**config.mk**
```make
export PLATFORM = sky130hd
export DESIGN_NAME = bram_portb_arbiter
export DESIGN_NICKNAME = d
export VERILOG_FILES = /design/src/rtl/bram_portb_arbiter.sv
export SDC_FILE = /design/constraint.sdc
export NUM_CORES = 1
export LEC_CHECK = 0
export ABC_AREA = 1
export BUFFER_PORTS_ARGS = -buffer_cell sky130_fd_sc_hd__buf_4
export CORE_AREA = 2 2 99 101
export DETAILED_ROUTE_END_ITERATION = 10
export DIE_AREA = 0 0 101 103
export GPL_TIMING_DRIVEN = 0
export PLACE_DENSITY = 0.55
export SETUP_SLACK_MARGIN = 0.02
export SYNTH_ARGS = -nofsm -noshare
export SYNTH_HDL_FRONTEND = slang
export SYNTH_SLANG_ARGS = --single-unit
```
**constraint.sdc**
```tcl
create_clock -name clk -period 4 [get_ports clk]
set_clock_uncertainty 0.2 [all_clocks]
set_input_delay 0.8 -clock clk [delete_from_list [all_inputs] [get_ports clk]]
set_output_delay 0.8 -clock clk [all_outputs]
set_load 0.005 [all_outputs]
```
**src/rtl/bram_portb_arbiter.sv**
```systemverilog
// -----------------------------------------------------------------------------
// bram_portb_arbiter
//
// Shares the write-capable port B of the byte-write dual-port BRAM between
// the CPU load/store unit (r0, default priority) and the program loader /
// debug master (r1, which may lock the port for bursts). Each requester has
// a valid/ready request channel and a fixed one-cycle response channel.
// Port A (instruction fetch) is outside this block.
//
// Optional feature macro: BRAM_ARB_ANTISTARVE_EN
//   When defined, a wait counter lets r1 win one contended OPEN cycle after
//   it has waited MAX_WAIT cycles. When undefined, r0 always wins in OPEN.
//
// Ports
//   clk, rst_n            clock (rising edge), asynchronous active-low reset
//   r0_valid/ready        CPU request handshake
//   r0_addr/we/wdata      CPU word address, byte write mask (0 = read), data
//   r0_rsp_valid/rdata    CPU response, one cycle after each transfer
//   r1_*                  same set for the loader side
//   r1_lock               with an r1 transfer: 1 = keep the port afterwards
//   mem_en/we/addr/din    to BRAM port B (enaB, weB, addrB, dinB)
//   mem_dout              from BRAM port B, registered, read-first
// -----------------------------------------------------------------------------
module bram_portb_arbiter #(
  parameter int NUM_COL    = 4,
  parameter int COL_WIDTH  = 8,
  parameter int ADDR_WIDTH = 15,
  parameter int DATA_WIDTH = NUM_COL * COL_WIDTH,
  parameter int MAX_WAIT   = 8
) (
  input  logic                  clk,
  input  logic                  rst_n,

  input  logic                  r0_valid,
  output logic                  r0_ready,
  input  logic [ADDR_WIDTH-1:0] r0_addr,
  input  logic [NUM_COL-1:0]    r0_we,
  input  logic [DATA_WIDTH-1:0] r0_wdata,
  output logic                  r0_rsp_valid,
  output logic [DATA_WIDTH-1:0] r0_rsp_rdata,

  input  logic                  r1_valid,
  output logic                  r1_ready,
  input  logic [ADDR_WIDTH-1:0] r1_addr,
  input  logic [NUM_COL-1:0]    r1_we,
  input  logic [DATA_WIDTH-1:0] r1_wdata,
  input  logic                  r1_lock,
  output logic                  r1_rsp_valid,
  output logic [DATA_WIDTH-1:0] r1_rsp_rdata,

  output logic                  mem_en,
  output logic [NUM_COL-1:0]    mem_we,
  output logic [ADDR_WIDTH-1:0] mem_addr,
  output logic [DATA_WIDTH-1:0] mem_din,
  input  logic [DATA_WIDTH-1:0] mem_dout
);

  typedef enum logic [1:0] {
    OPEN   = 2'b00,
    LOCKED = 2'b01
  } ArbState;

  ArbState state;
  ArbState stateNext;

  logic r0Xfer;
  logic r1Xfer;
  logic starveOverride;

  // Catch parameter sets that would break the lane slicing or the counter.
  if (DATA_WIDTH != NUM_COL * COL_WIDTH) begin : gBadWidth
    $error("DATA_WIDTH must equal NUM_COL*COL_WIDTH");
  end
  if (MAX_WAIT < 1) begin : gBadMaxWait
    $error("MAX_WAIT must be at least 1");
  end

  assign r0Xfer = r0_valid & r0_ready;
  assign r1Xfer = r1_valid & r1_ready;

`ifdef BRAM_ARB_ANTISTARVE_EN
  localparam int CNT_WIDTH = $clog2(MAX_WAIT + 1);
  localparam logic [CNT_WIDTH-1:0] CNT_MAX = CNT_WIDTH'(MAX_WAIT);

  logic [CNT_WIDTH-1:0] waitCnt;

  // Counts OPEN cycles in which r1 is left waiting. It only counts in OPEN
  // because a LOCKED port already belongs to r1; any r1 beat restarts it.
  always_ff @(posedge clk or negedge rst_n) begin
    if (!rst_n) begin
      waitCnt <= '0;
    end else if (r1Xfer) begin
      waitCnt <= '0;
    end else if ((state == OPEN) && r1_valid && !r1_ready && (waitCnt != CNT_MAX)) begin
      waitCnt <= waitCnt + 1'b1;
    end
  end

  assign starveOverride = (waitCnt == CNT_MAX);
`else
  assign starveOverride = 1'b0;
`endif

  // Grant decision. Ready is forced low while reset is asserted so that no
  // transfer (and hence no BRAM enable) can happen during reset.
  always_comb begin
    r0_ready = 1'b0;
    r1_ready = 1'b0;
    if (rst_n) begin
      unique case (state)
        OPEN: begin
          if (r1_valid && (!r0_valid || starveOverride)) begin
            r1_ready = 1'b1;
          end else if (r0_valid) begin
            r0_ready = 1'b1;
          end
        end
        LOCKED: begin
          r1_ready = r1_valid;
        end
        default: begin
          r0_ready = 1'b0;
          r1_ready = 1'b0;
        end
      endcase
    end
  end

  // Lock handling: the lock bit only matters on an actual r1 beat; idle
  // cycles in LOCKED keep the port reserved for the loader.
  always_comb begin
    stateNext = state;
    unique case (state)
      OPEN: begin
        if (r1Xfer && r1_lock) begin
          stateNext = LOCKED;
        end
      end
      LOCKED: begin
        if (r1Xfer && !r1_lock) begin
          stateNext = OPEN;
        end
      end
      default: begin
        stateNext = OPEN;
      end
    endcase
  end

  // State register.
  always_ff @(posedge clk or negedge rst_n) begin
    if (!rst_n) begin
      state <= OPEN;
    end else begin
      state <= stateNext;
    end
  end

  // BRAM port B drive: the winner's request goes straight through; with no
  // transfer the port is disabled and all fields are zero.
  always_comb begin
    mem_en   = 1'b0;
    mem_we   = '0;
    mem_addr = '0;
    mem_din  = '0;
    if (r1Xfer) begin
      mem_en   = 1'b1;
      mem_we   = r1_we;
      mem_addr = r1_addr;
      mem_din  = r1_wdata;
    end else if (r0Xfer) begin
      mem_en   = 1'b1;
      mem_we   = r0_we;
      mem_addr = r0_addr;
      mem_din  = r0_wdata;
    end
  end

  // Response valids track the BRAM's one-cycle read latency; writes get a
  // response too (carrying the old word, since the BRAM is read-first).
  always_ff @(posedge clk or negedge rst_n) begin
    if (!rst_n) begin
      r0_rsp_valid <= 1'b0;
      r1_rsp_valid <= 1'b0;
    end else begin
      r0_rsp_valid <= r0Xfer;
      r1_rsp_valid <= r1Xfer;
    end
  end

  assign r0_rsp_rdata = r0_rsp_valid ? mem_dout : '0;
  assign r1_rsp_rdata = r1_rsp_valid ? mem_dout : '0;

endmodule

```
* Yosys cells after proc, flatten, opt, wreduce, memory -nomap -nowiden
Index checks and enable logic that the tools add are counted.
** Word-level totals
- Logic and storage cells :: 35
- Output and inout bits :: 120
- Memory bits (writable) :: 0
- Latch bits :: 0
- Memories :: 0
- Bits of input ports :: 139
- Register bits after elaboration :: 4
- ROM bits :: 0
** Cells by class
- Multipliers :: 0
- Divide/modulo/power cells :: 0
- Order comparisons :: 0
- Shift-type cells :: 0
- Bitwise gates (word level) :: 2
- Multiplexer cells :: 20
- $add $sub $neg :: 0
- Eq/ne operators :: 3
- Reductions and logical operators :: 7
** Operator list (number)
- $mux 32 :: 4
- $mux 15 :: 2
- $mux 1 :: 8
- $mux 4 :: 2
- $mux 2 :: 2
- $ne 2x2->1 const B :: 2
- $pmux 2 s2 :: 1
- $logic_and 1x1->1 :: 3
- $and 1x1->1 :: 2
- $eq 2x1->1 const B :: 1
- $logic_not 1->1 :: 2
- $logic_not 2->1 :: 1
- $pmux 1 s2 :: 1
- $reduce_and 2->1 :: 1

* Longest topological paths before layout
- Word-level depth :: 9
- Depth in mapped cells :: 6
- Mapped depth without buffers :: 4

* Least setup slack after synthesis
No wires, ideal clock.
- Kind :: input port to output port
- Start :: input port r0_valid
- End :: output port mem_addr[0]
- Slack :: 1.649 ns
- Path buffers :: 2
- Cell stages on the path :: 5
- Required time :: 3.000 ns
- Arrival :: 1.351 ns
- Cell sequence :: buf_4 -> nand2_8 -> buf_12 -> nand3_2 -> nand2_1
** On the way
- Longest elaborated chain between the ends :: 8
- Elaborated cells between the ends (all ways) :: 13
- Those cells by class :: 9 x mux; 2 x bitwise; 2 x reduce/logical
** RTL lines
- from (decl) :: RTL line 34 : input logic r0_valid,
- $logic_not 1->1 :: RTL line 112 : if (r1_valid && (!r0_valid || starveOverride)) begin
- $logic_and 1x1->1 :: RTL line 112
- $mux 1 :: RTL line 112
- $mux 1 :: RTL line 110 : unique case (state)
- $mux 1 :: RTL line 109 : if (rst_n) begin
- $and 1x1->1 :: RTL line 78 : assign r0Xfer = r0_valid & r0_ready;
- $mux 15 :: RTL line 171 : end else if (r0Xfer) begin
- $mux 15 * :: RTL line 166 : if (r1Xfer) begin
- to (decl) :: RTL line 53 : output logic [ADDR_WIDTH-1:0] mem_addr,
Every way passes the cells marked *; elsewhere a longest branch is shown, timed or not.

* Final worst setup path
- Start :: input port rst_n
- End :: output port mem_addr[14]
** On the way
- Longest elaborated chain between the ends :: 4
- Elaborated cells between the ends (all ways) :: 6
- Those cells by class :: 4 x mux; 2 x bitwise
** RTL lines
- from (decl) :: RTL line 32 : input logic rst_n,
- $mux 1 :: RTL line 109
- $and 1x1->1 :: RTL line 78
- $mux 15 :: RTL line 171
- $mux 15 * :: RTL line 166
Marks and branches as above.

==> reports/qor.yml <==
status:
  outcome: "finished, final reports clean"
yosys:
  synth_common_cells: "117 x nand2_1, 65 x inv_1, 51 x nand4_1"
  syn_area_um2: 1997
  synth.most_common_cell: "nand2_1"
  yosysWarnings: 0
  synth_largest_area_cell: "nand3_2"
  async_reset_ff_frac: 1.000
  synth_seq_area_share: 0.03759
  syn-instance-count: 330
  synth_area_leaders: "nand3_2 25%, nand2_1 22%, nand4_1 16%"
  synth_top_area_frac: 0.2506
  synthDistinctLibCells: 16
  ys_seq_elements: 3
  synth-edff-count: 0
  avgSynthCellArea_um2: 6.051
  ys.flop_type: "dfrtp_1"
  syn-num-nets: 469
pwr:
  internal-power_uw: 344.8
  p_comb_frac: 0.780
  p_leak_nw: 2.701
  pwr-share-seq: 0.065
  p_sw_uw: 224.8
  max-vdd-ir-drop_mv: 0.06800
  clkPwrFrac: 0.156
  switching_share: 0.3947
  powerDensity_nw_per_um2: 138.5
setup_path:
  crit_path_end_kind: "output port"
  arrival_ps: 1690
  regToRegSetupSlack_ps: 2770
  required_ps: 3000
  crit_chain: "buf_4 > buf_6 > nand2_8 > clkinv_8 > buf_12 > nand3_2 > nand2_1 > buf_4"
  r2r-end: "r0_rsp_valid"
  slowest_delay_ps: 160
  cp_top_family: "buffers and inverters"
  crit_top_cell: "buf_4"
  crit_type: "in2out"
  reg2regPathDepth: 4
  critPathBufInv: 5
  cp_max_fo: 10
  start_kind: "primary input"
  slowest_stage: "buf_12"
  r2r-start: "state[0]"
routing:
  antenna_left: 0
  vias_per_cell: 4.451
  drc_errors: 0
  dr_total_vias: 3138
  initialDrtViolationCount: 51
  post_drt_wl_per_cell_um: 13.29
  wirelength_um: 9372
  first_pass_iters: 4
final_layout:
  fin_nets: 731
  fillers: 1013
  seqCellArea_um2: 75.07
  multiInputGateArea_um2: 1331
  drive_above_1_share: 0.5871
  antenna_cells: 0
  areaGrowthSynthToFinish_pct: 106.0
floorplan:
  die_w_um: 101
  fp.coreArea_um2: 9459
  start_util: 0.2111
  io_pins: 259
  die-area_um2: 10400
  fp.dieH_um: 103
  num_rows: 36
timing:
  timing.final.crit_share: 0.6724
  rsz0062_at_grt: "false"
  period_minus_slack_ps: 2690
  max_freq_mhz: 371.8
  tightest_slew_ps: 205.5
  relSlewSlack: 0.8630
  final_hold_viol_count: 0
  timing.setup.tns_ps: 0
  final_max_slew_viol_count: 0
  setup_viol: 0
  holdWs_ps: 173.0
clock_network:
  cts_tree: "done"
  cts-root-buf: "clkbuf_8"
  insertion_delay_ps: 220
  cts_buffers: 3
  post_cts_buffers: 0
  cts_max_path_buffers: 2
  hold_buffers: 0
  cts.sink_count: 3
  htree_levels: 1
  cts_resized: 0
  clk_pin_slew_ps: 30
placed_design:
  portBuffers: 257
  gp_congestion: 0.7964
  post-dp-hpwl_um: 7803
grt:
  grt_start_max_net_pins: 11
  grt_pass1_wl_um: 13240
  antenna_found_initial: 0
  grt_usage: 0.1553
  gr-total-overflow: 0
  grt_pass1_vias: 2633
flow_run:
  max-cap-violations: 0
min_path:
  min_path_type: "in2async"
[per-layer routing]
metal / up-vias / GRT usage / routed length, um
met1: 1387 / 0.1835 / 3533
met3: 8 / 0.03051 / 833
met5: - / 0 / 0
li1: 1581 / - / -
met2: 162 / 0.2933 / 4891
met4: 0 / 0.02807 / 114
[state kept, by name (all words and copies together) (netlist names)]
name	flops
state	1
r1_rsp_valid	1
r0_rsp_valid	1
[cell usage in the layout (no fill, tap or decap)]
cell / Yosys / routed
nand2_1: 117 / 117
inv_4: 1 / 1
buf_12: 10 / 10
clkbuf_8: 0 / 3
a21oi_1: 2 / 2
buf_4: 1 / 258
dfrtp_1: 3 / 3
clkinv_8: 1 / 1
buf_2: 21 / 21
nand3_1: 2 / 2
nand3_2: 50 / 50
nor2_1: 2 / 2
buf_6: 1 / 1
o21ai_1: 1 / 1
nand4_1: 51 / 51
inv_1: 65 / 65
clkbuf_1: 0 / 1
nand2_8: 2 / 2
[worst register-to-register path, delay by kind of cell (launching register included)]
kind,cells,cell delay (ps)
buffers and inverters,2,330
DFF,1,400
and+or+nand+nor,2,230
[worst max-delay path by stage]
| stage | startpoint | end | slack [ps] | cells after the start |
|---|---|---|---|---|
| global placement | rst_n | mem_addr[14] | 1300 | 8 |
| detailed placement | rst_n | mem_addr[14] | 1300 | 8 |
| floorplan | r0_valid | mem_addr[0] | 1650 | 5 |
| global route | rst_n | mem_addr[14] | 1260 | 8 |
| finish | rst_n | mem_addr[14] | 1310 | 8 |
| CTS | rst_n | mem_addr[14] | 1300 | 8 |
[cell families (layout without fill, tap and decap cells)]
group	after synthesis	in the layout	synth area share
simple gates	224	224	0.6592
buf+inv	100	361	0.2957
flops	3	3	0.03759
compound gates	3	3	0.007517
[stage by stage]
step,utilization,area (um2),std cells,setup WS [ps],power (mW)
after floorplan,-,1997,330,1649,0.2297
after global placement,0.4302,4069,701,1304,0.4814
after detailed placement,0.4302,4069,701,1300,0.4868
after CTS,0.4349,4114,705,1297,0.5794
after global routing,0.4349,4114,705,1263,0.6169
final,0.4349,4114,705,1310,0.5696
[power by group through the flow]
stage          Combinational, mW  Clock, mW  Sequential (mW)
2_1_floorplan              0.193          0           0.0363
3_3_place_gp               0.444          0           0.0373
3_5_place_dp               0.450          0           0.0371
4_1_cts                    0.451     0.0914           0.0370
5_1_grt                    0.485     0.0949           0.0373
6_report                   0.444     0.0886           0.0368
[layout make-up]
class                           count  share of cell area
Buffer                             33             0.07877
Clock buffer                        4             0.01095
Inverter                           67             0.06478
Multi-Input combinational cell    227              0.3236
Sequential cell                     3             0.01825
Tap cell                          114             0.03467
Timing Repair Buffer              257              0.4690
Note: power is estimated with default switching activity, not from simulation.
